==> src/rtl/seg7_pkg.sv <==
`default_nettype none
// ============================================================================
//  Module      : seg7_pkg
//  Description : Shared constants, FSM state type, FIFO entry layout and the
//                segment-pattern-to-ASCII decoder for seg7_scan_decoder.
//  Revision    : 1.0 - initial release
// ============================================================================
package seg7_pkg;

    // Lit-segment patterns (a..g in bits 7..1, dp bit 0 masked to zero)
    localparam logic [7:0] C_PAT_0     = 8'hFC;
    localparam logic [7:0] C_PAT_1     = 8'h60;
    localparam logic [7:0] C_PAT_2     = 8'hDA;
    localparam logic [7:0] C_PAT_3     = 8'hF2;
    localparam logic [7:0] C_PAT_4     = 8'h66;
    localparam logic [7:0] C_PAT_5     = 8'hB6;
    localparam logic [7:0] C_PAT_6     = 8'h3E;
    localparam logic [7:0] C_PAT_7     = 8'hE0;
    localparam logic [7:0] C_PAT_8     = 8'hFE;
    localparam logic [7:0] C_PAT_9     = 8'hE6;
    localparam logic [7:0] C_PAT_BLANK = 8'h00;

    localparam logic [7:0] C_ASCII_0     = 8'h30;
    localparam logic [7:0] C_ASCII_SPACE = 8'h20;
    localparam logic [7:0] C_ASCII_QMARK = 8'h3F;

    typedef enum logic [1:0] {
        ST_IDLE  = 2'd0,
        ST_COUNT = 2'd1,
        ST_HELD  = 2'd2
    } seg7_state_t;

    typedef struct packed {
        logic [7:0] ch;
        logic [2:0] idx;
        logic       err;
        logic       dp;
    } seg7_entry_t;

    localparam int C_ENTRY_W = $bits(seg7_entry_t);

    // Returns {err, ascii}; takes the raw active-low bus and ignores dp.
    function automatic logic [8:0] seg7_decode(input logic [7:0] seg_n);
        logic [7:0] pat;
        logic [8:0] res;
        pat = ~seg_n & 8'hFE;
        case (pat)
            C_PAT_0:     res = {1'b0, C_ASCII_0};
            C_PAT_1:     res = {1'b0, C_ASCII_0 + 8'd1};
            C_PAT_2:     res = {1'b0, C_ASCII_0 + 8'd2};
            C_PAT_3:     res = {1'b0, C_ASCII_0 + 8'd3};
            C_PAT_4:     res = {1'b0, C_ASCII_0 + 8'd4};
            C_PAT_5:     res = {1'b0, C_ASCII_0 + 8'd5};
            C_PAT_6:     res = {1'b0, C_ASCII_0 + 8'd6};
            C_PAT_7:     res = {1'b0, C_ASCII_0 + 8'd7};
            C_PAT_8:     res = {1'b0, C_ASCII_0 + 8'd8};
            C_PAT_9:     res = {1'b0, C_ASCII_0 + 8'd9};
            C_PAT_BLANK: res = {1'b0, C_ASCII_SPACE};
            default:     res = {1'b1, C_ASCII_QMARK};
        endcase
        return res;
    endfunction

endpackage
`default_nettype wire

==> src/rtl/seg7_char_fifo.sv <==
`default_nettype none
// ============================================================================
//  Module      : seg7_char_fifo
//  Description : Power-of-two deep character FIFO with valid/ready read side;
//                a push while full is accepted only alongside a pop.
//  Revision    : 1.0 - initial release
// ============================================================================
module seg7_char_fifo
    import seg7_pkg::*;
#(
    parameter int DEPTH = 4
) (
    input  logic                 clk,
    input  logic                 rst,
    input  logic                 i_wr_en,
    input  logic [C_ENTRY_W-1:0] i_wr_data,
    input  logic                 i_rd_ready,
    output logic                 o_rd_valid,
    output logic [C_ENTRY_W-1:0] o_rd_data,
    output logic                 o_full
);

    localparam int              C_AW   = $clog2(DEPTH);
    localparam logic [C_AW:0]   C_FULL = DEPTH[C_AW:0];

    logic [C_ENTRY_W-1:0] r_mem [DEPTH];
    logic [C_AW-1:0]      r_wr_ptr;
    logic [C_AW-1:0]      r_rd_ptr;
    logic [C_AW:0]        r_count;
    logic                 w_pop;
    logic                 w_push;

    assign o_rd_valid = (r_count != '0);
    assign o_full     = (r_count == C_FULL);
    assign w_pop      = o_rd_valid & i_rd_ready;
    assign w_push     = i_wr_en & (~o_full | w_pop);
    // Empty FIFO presents all-zero fields so reset values hold on out_*.
    assign o_rd_data  = o_rd_valid ? r_mem[r_rd_ptr] : '0;

    always_ff @(posedge clk) begin
        if (w_push) begin
            r_mem[r_wr_ptr] <= i_wr_data;
        end
    end

    always_ff @(posedge clk or posedge rst) begin
        if (rst) begin
            r_wr_ptr <= '0;
            r_rd_ptr <= '0;
            r_count  <= '0;
        end else begin
            if (w_push) begin
                r_wr_ptr <= r_wr_ptr + 1'b1;
            end
            if (w_pop) begin
                r_rd_ptr <= r_rd_ptr + 1'b1;
            end
            case ({w_push, w_pop})
                2'b10:   r_count <= r_count + 1'b1;
                2'b01:   r_count <= r_count - 1'b1;
                default: r_count <= r_count;
            endcase
        end
    end

endmodule
`default_nettype wire

==> src/rtl/seg7_scan_decoder.sv <==
`default_nettype none
// ============================================================================
//  Module      : seg7_scan_decoder
//  Description : Samples a multiplexed 7-segment display bus, debounces each
//                digit, decodes it to ASCII and queues changed characters.
//                Define SEG7_DP_DECODE_EN to report the decimal point.
//  Revision    : 1.0 - initial release
// ============================================================================
module seg7_scan_decoder
    import seg7_pkg::*;
#(
    parameter int NUM_DIGITS    = 4,
    parameter int STABLE_CYCLES = 8,
    parameter int FIFO_DEPTH    = 4
) (
    input  logic                  clk,
    input  logic                  rst,
    input  logic [7:0]            seg_n,
    input  logic [NUM_DIGITS-1:0] dig_n,
    output logic                  out_valid,
    input  logic                  out_ready,
    output logic [7:0]            out_char,
    output logic [2:0]            out_idx,
    output logic                  out_err,
    output logic                  out_dp,
    output logic                  ovf
);

    localparam int                C_CW       = $clog2(STABLE_CYCLES);
    localparam int                C_PW       = 8 + NUM_DIGITS;
    localparam logic [C_CW-1:0]   C_CNT_LAST = C_CW'(STABLE_CYCLES - 1);

    logic [7:0]            r_seg_s1;
    logic [7:0]            r_seg_s2;
    logic [NUM_DIGITS-1:0] r_dig_s1;
    logic [NUM_DIGITS-1:0] r_dig_s2;

    seg7_state_t           r_state;
    logic [C_CW-1:0]       r_cnt;
    logic [C_PW-1:0]       r_prev;
    logic [8:0]            r_last [NUM_DIGITS];
    logic                  r_ovf;

    logic [7:0]            w_seg;
    logic                  w_dp;
    logic [C_PW-1:0]       w_pair;
    logic [3:0]            w_zeros;
    logic [2:0]            w_idx;
    logic                  w_onehot;
    logic                  w_changed;
    logic                  w_capture;
    logic [8:0]            w_dec;
    logic [7:0]            w_ch;
    logic                  w_err;
    logic [8:0]            w_last_sel;
    logic                  w_wr_en;
    logic                  w_pop;
    logic                  w_accept;
    logic                  w_full;
    logic                  w_valid;
    seg7_entry_t           w_entry;
    seg7_entry_t           w_head;
    logic [C_ENTRY_W-1:0]  w_rd_data;

    always_ff @(posedge clk or posedge rst) begin
        if (rst) begin
            r_seg_s1 <= '1;
            r_seg_s2 <= '1;
            r_dig_s1 <= '1;
            r_dig_s2 <= '1;
        end else begin
            r_seg_s1 <= seg_n;
            r_seg_s2 <= r_seg_s1;
            r_dig_s1 <= dig_n;
            r_dig_s2 <= r_dig_s1;
        end
    end

`ifdef SEG7_DP_DECODE_EN
    assign w_seg = r_seg_s2;
    assign w_dp  = ~r_seg_s2[0];
`else
    // dp forced dark so it never disturbs the filter or the change check
    logic w_unused_dp;
    assign w_unused_dp = r_seg_s2[0];
    assign w_seg       = {r_seg_s2[7:1], 1'b1};
    assign w_dp        = 1'b0;
`endif

    assign w_pair = {w_seg, r_dig_s2};

    always_comb begin
        w_zeros = 4'd0;
        w_idx   = 3'd0;
        for (int i = 0; i < NUM_DIGITS; i++) begin
            if (!r_dig_s2[i]) begin
                w_zeros = w_zeros + 4'd1;
                w_idx   = i[2:0];
            end
        end
    end

    assign w_onehot  = (w_zeros == 4'd1);
    assign w_changed = (w_pair != r_prev);
    assign w_capture = (r_state == ST_COUNT) && !w_changed && (r_cnt == C_CNT_LAST);

    always_ff @(posedge clk or posedge rst) begin
        if (rst) begin
            r_state <= ST_IDLE;
            r_cnt   <= '0;
            r_prev  <= '1;
        end else begin
            r_prev <= w_pair;
            case (r_state)
                ST_IDLE: begin
                    r_cnt <= '0;
                    if (w_onehot) begin
                        r_state <= ST_COUNT;
                    end
                end
                ST_COUNT: begin
                    if (!w_onehot) begin
                        r_state <= ST_IDLE;
                        r_cnt   <= '0;
                    end else if (w_changed) begin
                        r_cnt   <= '0;
                    end else if (r_cnt == C_CNT_LAST) begin
                        r_state <= ST_HELD;
                        r_cnt   <= '0;
                    end else begin
                        r_cnt   <= r_cnt + 1'b1;
                    end
                end
                ST_HELD: begin
                    r_cnt <= '0;
                    if (!w_onehot) begin
                        r_state <= ST_IDLE;
                    end else if (w_changed) begin
                        r_state <= ST_COUNT;
                    end
                end
                default: begin
                    r_state <= ST_IDLE;
                    r_cnt   <= '0;
                end
            endcase
        end
    end

    assign w_dec = seg7_decode(w_seg);
    assign w_ch  = w_dec[7:0];
    assign w_err = w_dec[8];

    always_comb begin
        w_last_sel = '0;
        for (int i = 0; i < NUM_DIGITS; i++) begin
            if (w_idx == i[2:0]) begin
                w_last_sel = r_last[i];
            end
        end
    end

    // Only characters that differ from what was last reported for the digit move on.
    assign w_wr_en  = w_capture && ({w_ch, w_dp} != w_last_sel);
    assign w_pop    = w_valid & out_ready;
    assign w_accept = w_wr_en & (~w_full | w_pop);

    always_ff @(posedge clk or posedge rst) begin
        if (rst) begin
            for (int i = 0; i < NUM_DIGITS; i++) begin
                r_last[i] <= '0;
            end
            r_ovf <= 1'b0;
        end else begin
            for (int i = 0; i < NUM_DIGITS; i++) begin
                if (w_accept && (w_idx == i[2:0])) begin
                    r_last[i] <= {w_ch, w_dp};
                end
            end
            if (w_wr_en && !w_accept) begin
                r_ovf <= 1'b1;
            end
        end
    end

    assign w_entry.ch  = w_ch;
    assign w_entry.idx = w_idx;
    assign w_entry.err = w_err;
    assign w_entry.dp  = w_dp;

    seg7_char_fifo #(
        .DEPTH (FIFO_DEPTH)
    ) u_fifo (
        .clk        (clk),
        .rst        (rst),
        .i_wr_en    (w_accept),
        .i_wr_data  (w_entry),
        .i_rd_ready (out_ready),
        .o_rd_valid (w_valid),
        .o_rd_data  (w_rd_data),
        .o_full     (w_full)
    );

    assign w_head    = w_rd_data;
    assign out_valid = w_valid;
    assign out_char  = w_head.ch;
    assign out_idx   = w_head.idx;
    assign out_err   = w_head.err;
    assign out_dp    = w_head.dp;
    assign ovf       = r_ovf;

endmodule
`default_nettype wire

==> config.mk <==
export PLATFORM = sky130hd
export DESIGN_NAME = seg7_scan_decoder
export DESIGN_NICKNAME = d
export VERILOG_FILES = /design/src/rtl/seg7_pkg.sv /design/src/rtl/seg7_char_fifo.sv /design/src/rtl/seg7_scan_decoder.sv
export SDC_FILE = /design/constraint.sdc
export NUM_CORES = 1
export LEC_CHECK = 0
export BUFFER_PORTS_ARGS = -buffer_cell sky130_fd_sc_hd__buf_4
export CORE_ASPECT_RATIO = 1.75
export CORE_MARGIN = 3
export CORE_UTILIZATION = 45
export DETAILED_ROUTE_END_ITERATION = 16
export GPL_TIMING_DRIVEN = 1
export PLACE_DENSITY = 0.72
export SETUP_SLACK_MARGIN = 0.5
export SLEW_MARGIN = 20
export SYNTH_ARGS = -nofsm -noshare
export SYNTH_HDL_FRONTEND = slang
export SYNTH_HIERARCHICAL = 1
export SYNTH_SLANG_ARGS = --single-unit
==> constraint.sdc <==
create_clock -name clk -period 8.77 [get_ports clk]
set_clock_uncertainty 0.05 [all_clocks]
set_input_delay 0.877 -clock clk [delete_from_list [all_inputs] [get_ports clk]]
set_output_delay 0.877 -clock clk [all_outputs]
set_load 0.05 [all_outputs]
; Yosys cells after proc, flatten, opt, wreduce, memory -nomap -nowiden
; Memory sizes are Yosys's and may differ from the RTL's.
; Cells that the tools add are included.
[totals]
reg_bits = 80
latch_bits = 0
ram_bits = 48
rom_bits = 0
n_memories = 1
[op_classes]
addsub = 8
n_mul = 0
div = 0
magnitude_cmp = 0
eq_ne = 26
n_shift = 0
muxes = 27
n_bitwise = 6
reduce_logical = 16
[memory_table]
columns = name, depth, word_bits, rd, rd_clocked_by_memory_dff, wr, line_no
row1 = u_fifo.r_mem, 4, 12, 1, 0, 1, seg7_char_fifo.sv:26  ; logic [C_ENTRY_W-1:0] r_mem [DEPTH];
[ops]
columns = cell, count
row1 = $pmux W9 S11, 1
row2 = $eq A7 B7 Y1 const B, 7
row3 = $mux W9, 4
row4 = $mux W3, 6
row5 = $eq A7 B6 Y1 const B, 2
row6 = $mux W13, 1
row7 = $add A4 B1 Y4 const B, 3
row8 = $mux W2, 6
row9 = $mux W4, 3
row10 = $ne A11 B11 Y1, 1
row11 = $ne A9 B9 Y1, 1
row12 = $logic_and A1 B1 Y1, 8
row13 = $logic_not A8 Y1, 1
row14 = $not A8 Y8, 1
row15 = $eq A7 B5 Y1 const B, 1
row16 = $add A3 B1 Y3 const B, 2
row17 = $eq A3 B2 Y1 const B, 2
row18 = $eq A3 B3 Y1 const B, 2
row19 = $ne A3 B3 Y1 const B, 2
row20 = $pmux W2 S3, 1
row21 = $pmux W3 S2, 1
row22 = $add A2 B1 Y2 const B, 2
row23 = $eq A2 B1 Y1 const B, 2
row24 = $eq A2 B2 Y1 const B, 2
row25 = other kinds (15), 21

; Logic depth before layout (Yosys ltp)
[depth]
ltp_word = 14
depth_mapped = 14
mapped_depth_nobuf = 12

; Hierarchy
; The synthesis kept the hierarchy.
[by_module_without_submodules]
columns = module, n_inst, cells_per_inst, area_per_inst_um2, seq_area_each_um2
row1 = seg7_scan_decoder, 1, 255, 3080.5, 1617.8
row2 = seg7_char_fifo, 1, 138, 2497.4, 1736.7

; Worst setup path after synthesis
; No wires, ideal clock.
[synth_path]
path_type = register to register
start = register r_seg_s2[7]
end = register u_fifo.r_count[2]
setup_time_ns = 0.126
t_arrival_ns = 3.831
required_time_ns = 8.594
slack_ns = 4.762
path_stages_with_launch = 15
path_buffers = 2
synth_period_minus_slack_ns = 4.008
cell_sequence = dfstp_2 -> buf_4 -> nand4b_1 -> a31oi_4 -> a21oi_2 -> a2111o_1 -> xnor2_2 -> nor4b_4 -> nor3_1 -> buf_2 -> or2_2 -> fa_1 -> nor2b_1 -> a21oi_1 -> a221o_2
[synth_via]
elab_chain_cells = 9
word_cells_on_any_way = 25
cone_classes = eq/ne (14) / mux (2) / bitwise (3) / reduce/logical (6)
[synth_rtl]
columns = element, line_no
row1 = "start, declared", seg7_scan_decoder.sv:34  ; logic [7:0] r_seg_s2;
row2 = "start signal, assigned", seg7_scan_decoder.sv:73  ; r_seg_s2 <= r_seg_s1;
row3 = $not A8 Y8 (*), seg7_pkg.sv:46  ; pat = ~seg_n & 8'hFE;
row4 = $eq A7 B7 Y1 (tied with other cells), seg7_pkg.sv:47  ; case (pat)
row5 = $pmux W9 S11 (*), seg7_pkg.sv:47
row6 = net w_dec[0], seg7_scan_decoder.sv:52  ; logic [8:0] w_dec;
row7 = $ne A9 B9 Y1 (*), seg7_scan_decoder.sv:164  ; assign w_wr_en = w_capture && ({w_ch, w_dp} != w_last_sel);
row8 = $logic_and A1 B1 Y1 (*), seg7_scan_decoder.sv:164
row9 = $and A1 B1 Y1 (*), seg7_scan_decoder.sv:166  ; assign w_accept = w_wr_en & (~w_full | w_pop);
row10 = net w_accept, seg7_scan_decoder.sv:58  ; logic w_accept;
row11 = $and A1 B1 Y1 (*), seg7_char_fifo.sv:36  ; assign w_push = i_wr_en & (~o_full | w_pop);
row12 = $eq A2 B1 Y1 or $eq A2 B2 Y1 (tied branches), seg7_char_fifo.sv:58  ; case ({w_push, w_pop})
row13 = $pmux W3 S2 or $reduce_bool A2 Y1 (tied branches), -
row14 = "end signal, assigned", seg7_char_fifo.sv:59  ; 2'b10: r_count <= r_count + 1'b1;
row15 = "end signal, assigned", seg7_char_fifo.sv:60  ; 2'b01: r_count <= r_count - 1'b1;
row16 = "end signal, assigned", seg7_char_fifo.sv:61  ; default: r_count <= r_count;
row17 = "end, declared", seg7_char_fifo.sv:29  ; logic [C_AW:0] r_count;
; Mark *: on every way through the listed nets, which the timed path passes. The rest lies on a longest branch.
; A chain may end at the register's enable or synchronous reset.

; Final worst setup path
[layout_path]
start = register r_seg_s2[6]
end = register u_fifo.r_count[2]
; Same word-level chain as after synthesis.

==> summary.txt <==
Placement
  – Placed Cells: 586
  – Gpl congestion: 0.8220
  – Port bufs: 28
  – HPWL after DPL: 6817 microns

Power
  – Tot Pwr: 0.001764 W
  – Worst VDD drop: 167.9 uV
  – Leak Pwr: 2.640 nW
  – Power Density: 268.0 nW/um^2

Run status
  – Status: finished, final reports clean

Min path
  – Hold Crit Depth: 0
  – Hold Crit Class: reg2reg
  – Worst Min Path Start: r_seg_s1[7]
  – Hold Crit Endpoint: r_seg_s2[7]

Worst setup path
  – CP max stage delay: 710 ps
  – CP required: 9010 ps
  – CP endpoint kind: flip-flop
  – Worst reg2reg startpoint: r_seg_s2[6]
  – Critical path arrival: 4690 ps
  – Register-to-Register Path Depth: 12
  – Crit path buf inv count: 0
  – Crit path max-delay family: simple AND/OR/NAND/NOR gates
  – R2R setup slack: 4320 ps
  – Worst r2r dst: u_fifo/r_count[2]
  – Crit path max-delay cell type: dfstp_2
  – Worst-path fanout max: 15
  – Crit-path cells: nand4bb_1 > a31oi_4 > a21oi_2 > a2111o_1 > xnor2_2 > nor4b_4 > nor3_2 > or2_2 > fa_1 > nor2b_1 > a21oi_1 > a221o_2
  – CP startpoint kind: flip-flop
  – WS Path Type: reg2reg

Floorplan
  – Chip width: 90.16 microns
  – Die H: 153.3 microns
  – Die ar.: 13820 sq um
  – # rows: 53
  – Initial core utilization: 46.22%
  – Io pins: 30
  – Core box area: 12070 sq um

Synth
  – Synth async-reset ratio: 57.38%
  – Most common cell in the netlist: edfxtp_1
  – Synth top area share: 27.99%
  – Top area cells in the synthesized netlist: edfxtp_1 28%, dfrtp_1 17%, dfstp_2 16%
  – Synth top cells by count: 52 x edfxtp_1, 37 x dfrtp_1, 33 x dfstp_2, 17 x xnor2_1
  – EDFF count, synth: 52
  – Adder-cell share of the synthesized area: 2.378%
  – Multiplexer area fraction after synthesis: 11.15%
  – Synth Area in Compound Gates: 6.774%
  – Synth Cell Area: 5578 sq um
  – Post-Synth XOR/XNOR Area: 3.903%
  – Simple-gate share of the synthesized area: 12.47%
  – Synth unique cells: 70
  – Sequential-to-total area share from yosys stat: 60.14%
  – Synth Flop Type: edfxtp_1
  – Synth area leader: edfxtp_1
  – Yosys reg bits: 122
  – Largest family of logic cells by synthesized area: simple AND/OR/NAND/NOR gates
  – Mean post-synth cell area: 14.19 sq um
  – Mapped Cells: 393
  – YS warnings: 6

CTS
  – CTS tree: built
  – Post-CTS Setup Repair Bufs: 0
  – CTS buffer count: 17
  – Reg clk slew, reported paths: 60 ps
  – Max Buffers Root-to-Sink: 2
  – Htree depth: 4
  – CTS Hold Bufs: 0
  – Sink Count: 122
  – Post-CTS Resized: 0
  – Root buf cell: clkbuf_16
  – Clk_lat worst skew: 410 ps

Global routing
  – Vias in the first global route: 3444
  – Largest net degree at the start of global routing: 64
  – Grt ovf: 0
  – GRT Overall Usage: 15.79%
  – Global-route wire length before repair: 16880 microns
  – Initial antenna violation count: 0

Detailed routing
  – Drt total wl: 10070 microns
  – Initial DRC count: 132
  – Via density: 5.175
  – Drt first pass iters: 4
  – Vias: 3198
  – Remaining antenna violation count after routing: 0
  – DRC errors left: 0
  – Avg WL per Cell: 16.29 microns

Cells and area
  – N_diodes: 0
  – Area growth from synthesis to layout: 18.03%
  – Final-stage net count: 465
  – Post-Layout Cell Count: 618
  – Layout cells sized above 1: 34.00%
  – Final core utilization: 54.55%

Job
  – # Max-Cap Violations: 0

Timing
  – RSZ-0062 raised after global routing: false
  – Rel. slew slack: 29.76%
  – Fin. max-slew vios: 0
  – Setup TNS: 0 ps
  – Worst hold slack: 304.0 ps
  – Worst slew pin tran: 1044 ps
  – Fin. Hold Viols: 0
  – Fmax: 0.2245 GHz
  – Min Tclk post-route: 4455 ps
  – Final setup violation count: 0
  – Final Cycle Share: 50.80%
placed cells by master (no fill, tap or decap), types with 4 or more instances in the layout:
master	Yosys	final
ha_1	9	9
mux2_4	6	6
nand2b_1	5	5
edfxtp_1	52	52
buf_4	3	29
nor2_1	15	15
mux4_2	13	13
dfstp_2	33	33
or2_2	6	6
o21ai_0	7	7
a21oi_1	14	14
clkbuf_16	0	19
dfrtp_1	37	37
mux2i_1	7	7
and2_1	13	13
inv_1	15	14
xnor2_1	17	17
xor2_1	6	6
clkinv_4	0	4
nand3_1	8	8
and2_2	4	4
nand2_1	14	14
and3_1	4	4
conb_1	2	20
nor3_1	8	7
mux2_2	15	15
nor2b_1	4	4
worst max path at each step:
| stage | startpoint | end | depth (start not counted) |
|---|---|---|---|
| 2_1_floorplan | r_seg_s2[7] | u_fifo/r_count[2] | 14 |
| 3_3_place_gp | r_seg_s2[7] | u_fifo/r_count[2] | 12 |
| 3_5_place_dp | r_seg_s2[6] | u_fifo/r_count[2] | 12 |
| 4_1_cts | r_seg_s2[6] | u_fifo/r_count[2] | 12 |
| 5_1_grt | r_seg_s2[7] | u_fifo/r_count[2] | 12 |
| 6_report | r_seg_s2[6] | u_fifo/r_count[2] | 12 |
through the flow:
| stage | cell area [sq um] | worst slack [ps] |
|---|---|---|
| after detailed placement | 5956 | 4246 |
| final | 6584 | 4315 |
| after global placement | 5956 | 4382 |
| after floorplan | 5645 | 4762 |
| after CTS | 6579 | 4217 |
| after global routing | 6584 | 4101 |
layout make-up:
cell class                      instances  area, sq um
Inverter                               15        56.30
Tap cell                              165        206.4
Timing Repair Buffer                   29        217.7
Fill cell                            1026         5485
Clock inverter                         11        130.1
Clock buffer                           21        493.0
Sequential cell                       122         3354
Multi-Input combinational cell        255         2126
sequential cells by signal, summed over array words and instances, names as in the netlist, 3 cells and up:
register / flops
r_seg_s1: 7
r_prev: 11
r_seg_s2: 7
u_fifo/r_mem: 52
r_last: 24
r_dig_s1: 4
u_fifo/r_count: 3
r_cnt: 3
r_dig_s2: 4
cell families after synthesis:
family | count (synthesis)
buffers and inverters | 34
adder cells (fa/ha/maj) | 10
other | 2
flip-flops | 122
multiplexers | 41
AND/OR/NAND/NOR | 108
AO/OA/AOI/OAI | 52
XOR/XNOR | 24
where the power goes:
group / internal (W) / switching (W) / leakage (nW)
Sequential: 0.000623 / 0.0000617 / 1.31
Clock: 0.000463 / 0.000256 / 0.309
Combinational: 0.000148 / 0.000213 / 1.02
Total: 0.00123 / 0.000531 / 2.64
layer usage:
| layer | part of all wire (%) | vias to the layer above | wire length [microns] | track usage, % |
|---|---|---|---|---|
| li1 | - | 1513 | - | - |
| met1 | 37 | 1607 | 3740 | 15.75 |
| met2 | 57 | 66 | 5789 | 29.60 |
| met3 | 3.6 | 12 | 364 | 4.825 |
| met4 | 1.7 | 0 | 173 | 7.012 |
| met5 | 0 | - | 0 | 0 |
(Power assumes the default switching activity.)
